===== src/rtl/team_08_jump_physics.sv =====
// ============================================================================
// team_08_jump_physics
//
// Jump / gravity engine for the team_08 runner game. A held jump button is
// debounced into single jump requests; a tick-based ballistic model then
// moves the dino. The model supports multi-jump, fast-fall (duck) and a
// ceiling clamp. A redraw-request flag handshakes with the dino draw engine.
//
// Ports
//   clk         in   1            system clock
//   rst         in   1            synchronous, active-high reset
//   state       in   2            game state: IDLE=0, RUN=1, WIN=2, OVER=3
//   button      in   1            jump button, level
//   duck        in   1            fast-fall button, level
//   draw_done   in   1            one-cycle pulse: redraw finished
//   dino_y      out  Y_W          current Y position (up is positive)
//   dino_v      out  V_W          current signed velocity
//   airborne    out  1            dino_y != FLOOR_Y or dino_v != 0
//   jumps_used  out  clog2(MAX_JUMPS+1)  jumps taken since the last landing
//   jump_pulse  out  1            registered one-cycle pulse on accepted jump
//   dino_moving out  1            redraw request
// ============================================================================
module team_08_jump_physics #(
    parameter int Y_W         = 8,
    parameter int V_W         = 6,
    parameter int FLOOR_Y     = 101,
    parameter int CEIL_Y      = 200,
    parameter int JUMP_V      = 10,
    parameter int GRAV        = 1,
    parameter int FAST_GRAV   = 3,
    parameter int V_MIN       = -15,
    parameter int MAX_JUMPS   = 2,
    parameter int HOLD_CYCLES = 300000,
    parameter int TICK_CYCLES = 400000
) (
    input  logic                               clk,
    input  logic                               rst,
    input  logic [1:0]                         state,
    input  logic                               button,
    input  logic                               duck,
    input  logic                               draw_done,
    output logic [Y_W-1:0]                     dino_y,
    output logic signed [V_W-1:0]              dino_v,
    output logic                               airborne,
    output logic [$clog2(MAX_JUMPS+1)-1:0]     jumps_used,
    output logic                               jump_pulse,
    output logic                               dino_moving
);

    typedef enum logic [1:0] {
        ST_IDLE = 2'd0,
        ST_RUN  = 2'd1,
        ST_WIN  = 2'd2,
        ST_OVER = 2'd3
    } game_state_e;

    // Y arithmetic is done signed with two spare bits so that y+v can go
    // below zero or above the Y range without wrapping.
    localparam int YE = Y_W + 2;
    localparam int VE = V_W + 2;
    localparam int JW = $clog2(MAX_JUMPS + 1);
    localparam int HW = (HOLD_CYCLES > 1) ? $clog2(HOLD_CYCLES) : 1;
    localparam int TW = (TICK_CYCLES > 1) ? $clog2(TICK_CYCLES) : 1;

    localparam logic [Y_W-1:0]        FLOOR_C   = Y_W'(FLOOR_Y);
    localparam logic [Y_W-1:0]        CEIL_C    = Y_W'(CEIL_Y);
    localparam logic signed [YE-1:0]  FLOOR_E   = YE'(FLOOR_Y);
    localparam logic signed [YE-1:0]  CEIL_E    = YE'(CEIL_Y);
    localparam logic [YE-1:0]         CEIL_U    = YE'(CEIL_Y);
    localparam logic [YE-1:0]         JUMP_E    = YE'(JUMP_V);
    localparam logic signed [VE-1:0]  VMIN_E    = VE'(V_MIN);
    localparam logic signed [VE-1:0]  GRAV_E    = VE'(GRAV);
    localparam logic signed [VE-1:0]  FAST_E    = VE'(FAST_GRAV);
    localparam logic signed [V_W-1:0] V_LAUNCH  = V_W'(JUMP_V - GRAV);
    localparam logic [JW-1:0]         MAXJ_C    = JW'(MAX_JUMPS);
    localparam logic [HW-1:0]         HOLD_LAST = HW'(HOLD_CYCLES - 1);
    localparam logic [TW-1:0]         TICK_LAST = TW'(TICK_CYCLES - 1);

    game_state_e game_st;
    assign game_st = game_state_e'(state);

    // Architectural state
    logic [Y_W-1:0]        y_q, y_d;
    logic signed [V_W-1:0] v_q, v_d;
    logic [JW-1:0]         jumps_q, jumps_d;
    logic                  pulse_q, pulse_d;
    logic                  moving_q, moving_d;
    // Debounce and tick timing
    logic [HW-1:0]         hold_q, hold_d;
    logic                  rearm_q, rearm_d;
    logic                  req_q, req_d;
    logic [TW-1:0]         tick_q, tick_d;

    // Datapath helpers
    logic                  is_air;
    logic                  accept;
    logic                  tick;
    logic signed [YE-1:0]  y_next;
    logic [YE-1:0]         y_jump_w;
    logic [Y_W-1:0]        y_jump;
    logic signed [VE-1:0]  v_dec;
    logic signed [V_W-1:0] v_fall;

    assign is_air = (y_q != FLOOR_C) || (v_q != '0);
    assign accept = (game_st == ST_RUN) && req_q && (jumps_q < MAXJ_C);
    assign tick   = (game_st == ST_RUN) && (tick_q == TICK_LAST);

    assign y_next   = $signed({2'b00, y_q}) + $signed({{(YE-V_W){v_q[V_W-1]}}, v_q});
    assign y_jump_w = {2'b00, y_q} + JUMP_E;
    assign y_jump   = (y_jump_w > CEIL_U) ? CEIL_C : y_jump_w[Y_W-1:0];

    // Velocity after one tick of gravity, saturating at V_MIN.
    assign v_dec  = $signed({{2{v_q[V_W-1]}}, v_q}) - (duck ? FAST_E : GRAV_E);
    assign v_fall = (v_dec < VMIN_E) ? V_W'(V_MIN) : v_dec[V_W-1:0];

    always_comb begin
        // NOTE: every variable gets a default before the case so no path
        // leaves one unassigned, which would otherwise infer a latch.
        y_d      = y_q;
        v_d      = v_q;
        jumps_d  = jumps_q;
        pulse_d  = 1'b0;
        hold_d   = hold_q;
        rearm_d  = rearm_q;
        req_d    = 1'b0;
        tick_d   = tick_q;

        case (game_st)
            ST_IDLE: begin
                y_d     = FLOOR_C;
                v_d     = '0;
                jumps_d = '0;
                hold_d  = '0;
                rearm_d = 1'b1;
                tick_d  = '0;
            end

            ST_RUN: begin
                // Debounce: one request per press, HOLD_CYCLES after the
                // rising edge; re-arm only once the button is released.
                if (!button) begin
                    hold_d  = '0;
                    rearm_d = 1'b1;
                end else if (rearm_q) begin
                    if (hold_q == HOLD_LAST) begin
                        req_d   = 1'b1;
                        hold_d  = '0;
                        rearm_d = 1'b0;
                    end else begin
                        hold_d = hold_q + HW'(1);
                    end
                end

                // An accepted jump restarts the tick period and takes
                // priority over a tick in the same cycle.
                if (accept || tick) begin
                    tick_d = '0;
                end else begin
                    tick_d = tick_q + TW'(1);
                end

                if (accept) begin
                    y_d     = y_jump;
                    v_d     = V_LAUNCH;
                    jumps_d = jumps_q + JW'(1);
                    pulse_d = 1'b1;
                end else if (tick && is_air) begin
                    if (y_next <= FLOOR_E) begin
                        y_d     = FLOOR_C;
                        v_d     = '0;
                        jumps_d = '0;
                    end else if (y_next > CEIL_E) begin
                        y_d = CEIL_C;
                        v_d = (!v_q[V_W-1] && (v_q != '0)) ? '0 : v_fall;
                    end else begin
                        y_d = y_next[Y_W-1:0];
                        v_d = v_fall;
                    end
                end
            end

            default: begin
                // WIN, OVER: trajectory frozen, timers parked at zero.
                hold_d = '0;
                tick_d = '0;
            end
        endcase
    end

    // Redraw request: a Y change wins over a simultaneous draw_done.
    always_comb begin
        if (y_d != y_q) begin
            moving_d = 1'b1;
        end else if (draw_done) begin
            moving_d = 1'b0;
        end else begin
            moving_d = moving_q;
        end
    end

    // NOTE: sequential state uses non-blocking assignments so every register
    // samples the values from before the edge, independent of block order.
    always_ff @(posedge clk) begin
        if (rst) begin
            y_q      <= FLOOR_C;
            v_q      <= '0;
            jumps_q  <= '0;
            pulse_q  <= 1'b0;
            moving_q <= 1'b0;
            hold_q   <= '0;
            rearm_q  <= 1'b1;
            req_q    <= 1'b0;
            tick_q   <= '0;
        end else begin
            y_q      <= y_d;
            v_q      <= v_d;
            jumps_q  <= jumps_d;
            pulse_q  <= pulse_d;
            moving_q <= moving_d;
            hold_q   <= hold_d;
            rearm_q  <= rearm_d;
            req_q    <= req_d;
            tick_q   <= tick_d;
        end
    end

    assign dino_y      = y_q;
    assign dino_v      = v_q;
    assign airborne    = is_air;
    assign jumps_used  = jumps_q;
    assign jump_pulse  = pulse_q;
    assign dino_moving = moving_q;

endmodule


===== config.mk =====
export PLATFORM = sky130hd
export DESIGN_NAME = team_08_jump_physics
export DESIGN_NICKNAME = d
export VERILOG_FILES = /design/src/rtl/team_08_jump_physics.sv
export SDC_FILE = /design/constraint.sdc
export NUM_CORES = 1
export LEC_CHECK = 0
export ABC_AREA = 1
export CAP_MARGIN = 25
export CORE_MARGIN = 2
export CORE_UTILIZATION = 64
export DETAILED_ROUTE_END_ITERATION = 16
export PLACE_DENSITY = 0.85
export SYNTH_ARGS = -nofsm -noshare
export SYNTH_HDL_FRONTEND = slang
export SYNTH_SLANG_ARGS = --single-unit

===== constraint.sdc =====
create_clock -name clk -period 4.9 [get_ports clk]
set_clock_uncertainty 0.15 [all_clocks]
set_input_delay 0.98 -clock clk [delete_from_list [all_inputs] [get_ports clk]]
set_output_delay 0.98 -clock clk [all_outputs]
set_load 0.01 [all_outputs]

==> results by group <==
Cells and area
  • Fraction of layout cells with a size suffix above 1: 0.08815
  • Layout Utilization: 0.7604
  • Design Area, Final: 4556 µm²
  • Most frequent cells in the layout: nand2_1 (156), inv_1 (82), nor2_1 (74), dfxtp_1 (58), nand3_1 (50)
  • Area delta synth->final: 13.36%
  • N_diodes: 0
  • Non-Filler Instances: 733
  • # nets final: 675
  • Commonest non-fill, non-tap cell in the layout: nand2_1

Die
  • Die ar.: 6930 µm²
  • Die X: 83.25 µm
  • Die Ht: 83.25 µm
  • Total core area: 5991 µm²
  • Initial Util: 0.6708
  • IO Pins: 26
  • Num rows: 28

Synth
  • Syn nets: 646
  • Mapped Avg Cell Area: 6.440 µm²
  • Register area share after synthesis: 0.2889
  • Synthesized area: 4019 µm²
  • YS warnings: 0
  • Post-synth cell types: 41
  • Synth Instances: 624
  • Post-synthesis register bit count: 58

Power and ir drop
  • Net Sw Frac: 0.2697
  • Static Leak: 1.990 nW
  • Comb power frac: 0.134
  • Max rail drop VDD: 313.0 µV
  • Power Internal: 0.8240 mW
  • Pwr dens: 247.7 nW/µm²
  • Overall Power: 1.128 mW
  • Sequential share of power: 0.424
  • Clock power frac: 0.443
  • Net Switching: 0.3042 mW

Detailed routing
  • Antenna-violating nets left: 0
  • Initial DRC Count: 213
  • Via Count: 4129
  • DRT Pass-1 Iters: 4
  • Via-to-Cell Ratio: 5.633
  • Drc violations: 0
  • Drt wl/cell: 13.34 µm
  • DRT Wirelength: 9780 µm

Worst setup path
  • Critical Path AT: 3.64 ns
  • CP Capture Type: flip-flop
  • CP Buf/Inv Count: 4
  • Setup Crit Path Kind: primary input to flip-flop
  • Chain of cells forming the critical path: clkdlybuf4s50_1 -> inv_4 -> nand2_4 -> inv_2 -> nand3_1 -> inv_2 -> nor2_1 -> a21oi_1 -> nand2_1 -> nor2_2 -> o21ai_0 -> a21oi_1
  • Critical path startpoint category: primary input
  • Critical path required time: 5.01 ns
  • WP depth: 12
  • Crit-path max FO: 13
  • Worst path max stage delay: 0.61 ns
  • CP max-delay cell: clkdlybuf4s50_1
  • CP delay by family, top: buffers and inverters
  • Reg2Reg Depth: 19

CTS
  • Total clock sinks: 58
  • Num CTS Buffers: 9
  • Post-CTS Hold Buffers: 0
  • Root Driver: clkbuf_8
  • H-tree lvl count: 3
  • Clock buffer depth: 2
  • # Post-CTS Setup Buffers: 0
  • Clock transition at path regs: 0.07 ns
  • Clock Latency Late Sink: 0.34 ns
  • TritonCTS clock tree: built
  • Post-cts resize count: 0

Timing
  • Pin slew with the least headroom to its limit: 0.6818 ns
  • Hold Vio Cnt, Final: 0
  • Relative slew slack: 0.5442
  • Max Freq: 283.4 MHz
  • Final Max Slew Viols: 0
  • Period utilization: 0.7201
  • RSZ-0062 raised after global routing: no
  • Setup Viol. Count Final: 0
  • Tmin final: 3.529 ns
  • TNS Setup: 0 ns

Place
  • Hpwl dp: 7344 µm
  • Port Buffers: 25
  • Placed cell count: 717
  • GPL Wtd Cong: 1.018
  • Placed Area: 4335 µm²

Global routing
  • First-pass GRT wire length: 16990 µm
  • Total track usage: 0.2946
  • Initial antenna violation count: 0
  • Total global routing overflow: 0
  • Largest net degree at the start of global routing: 19
  • Number of global-route vias before repair: 3971

Worst hold path
  • Hold path depth: 1
  • Worst min-delay path class: flip-flop to flip-flop

Job
  • MaxCap Viol Count: 0

Status
  • Status: completed
-- Yosys cell counts --
master / count / area, µm²
a21oi_2: 4 / 35.03
inv_1: 82 / 307.8
a211o_1: 1 / 8.760
nor3b_1: 6 / 45.04
buf_2: 1 / 5.000
dfxtp_1: 58 / 1161
nand2_4: 2 / 22.52
nor3_1: 25 / 125.1
nor2_1: 74 / 277.8
nand3_2: 4 / 40.04
xnor2_1: 4 / 35.03
o21bai_2: 4 / 45.04
o21ai_1: 1 / 5.000
nand2_1: 156 / 585.6
a211oi_1: 2 / 15.01
a31oi_1: 3 / 18.77
xor2_1: 16 / 140.1
nor3_2: 2 / 20.02
nand2_2: 9 / 56.30
nand4_2: 1 / 12.51
clkbuf_1: 6 / 22.52
inv_4: 1 / 6.260
o21a_1: 4 / 30.03
a22oi_1: 2 / 15.01
nor4_1: 4 / 25.02
nand4_1: 11 / 68.82
o21ai_2: 4 / 35.03
or2_2: 1 / 6.260
nor2_2: 6 / 37.54
and3_1: 1 / 6.260
nand3_1: 50 / 250.2
o21ai_0: 15 / 75.07
o21bai_1: 2 / 15.01
o211ai_1: 1 / 7.510
inv_2: 5 / 18.77
nand3b_1: 4 / 30.03
a21oi_1: 31 / 155.2
a211oi_2: 1 / 12.51
ha_1: 13 / 162.7
o31ai_1: 5 / 37.54
fa_1: 2 / 40.04
-- worst paths after layout --
kind	startpoint	endpoint	slack [ns]
worst min-delay path	tick_q[0]	tick_q[0]	0.30
worst min register to register	tick_q[0]	tick_q[0]	0.30
worst max-delay path	state[1]	dino_v[4]	1.37
worst max register to register	dino_y[0]	dino_moving	1.75
-- metrics by stage --
step,worst slack (ns),hold slack (ns)
finish,1.371,0.3030
global route,1.020,0.3088
CTS,1.397,0.3055
detailed placement,1.091,0.2893
global placement,1.152,0.2822
floorplan,2.091,0.2675
-- power by group through the flow --
stage | Clock [mW] | Combinational, mW | Sequential [mW]
CTS | 0.502 | 0.148 | 0.478
finish | 0.499 | 0.151 | 0.478
global route | 0.521 | 0.168 | 0.478
floorplan | 0 | 0.110 | 0.489
detailed placement | 0 | 0.146 | 0.489
global placement | 0 | 0.144 | 0.489
-- sequential cells by signal, indices dropped and copies added (netlist names), 2 cells and up --
register	cells
hold_q	19
tick_q	19
dino_y	8
dino_v	6
jumps_used	2
-- area by class of cell --
type	count	area, µm²
tap	75	93.84
sequential	58	1161
fill	478	1435
timing repair buffer	25	250.2
clock buffer	12	145.1
clock inverter	4	75.07
multi-input combinational	471	2497
inverter	88	332.8
-- logic make-up after synthesis --
logic type | synth area share
simple gates | 0.4004
compound gates | 0.1270
fa+ha+maj | 0.05044
buf+inv | 0.08966
flops | 0.2889
xor+xnor | 0.04358
-- metal layers --
metal  global-route usage  part of all wire
met1               0.3416              0.42
met5                    0                 0
met3              0.05169             0.059
met4               0.1371             0.034
met2               0.5242              0.48
Power figures use the tool's default switching activity.
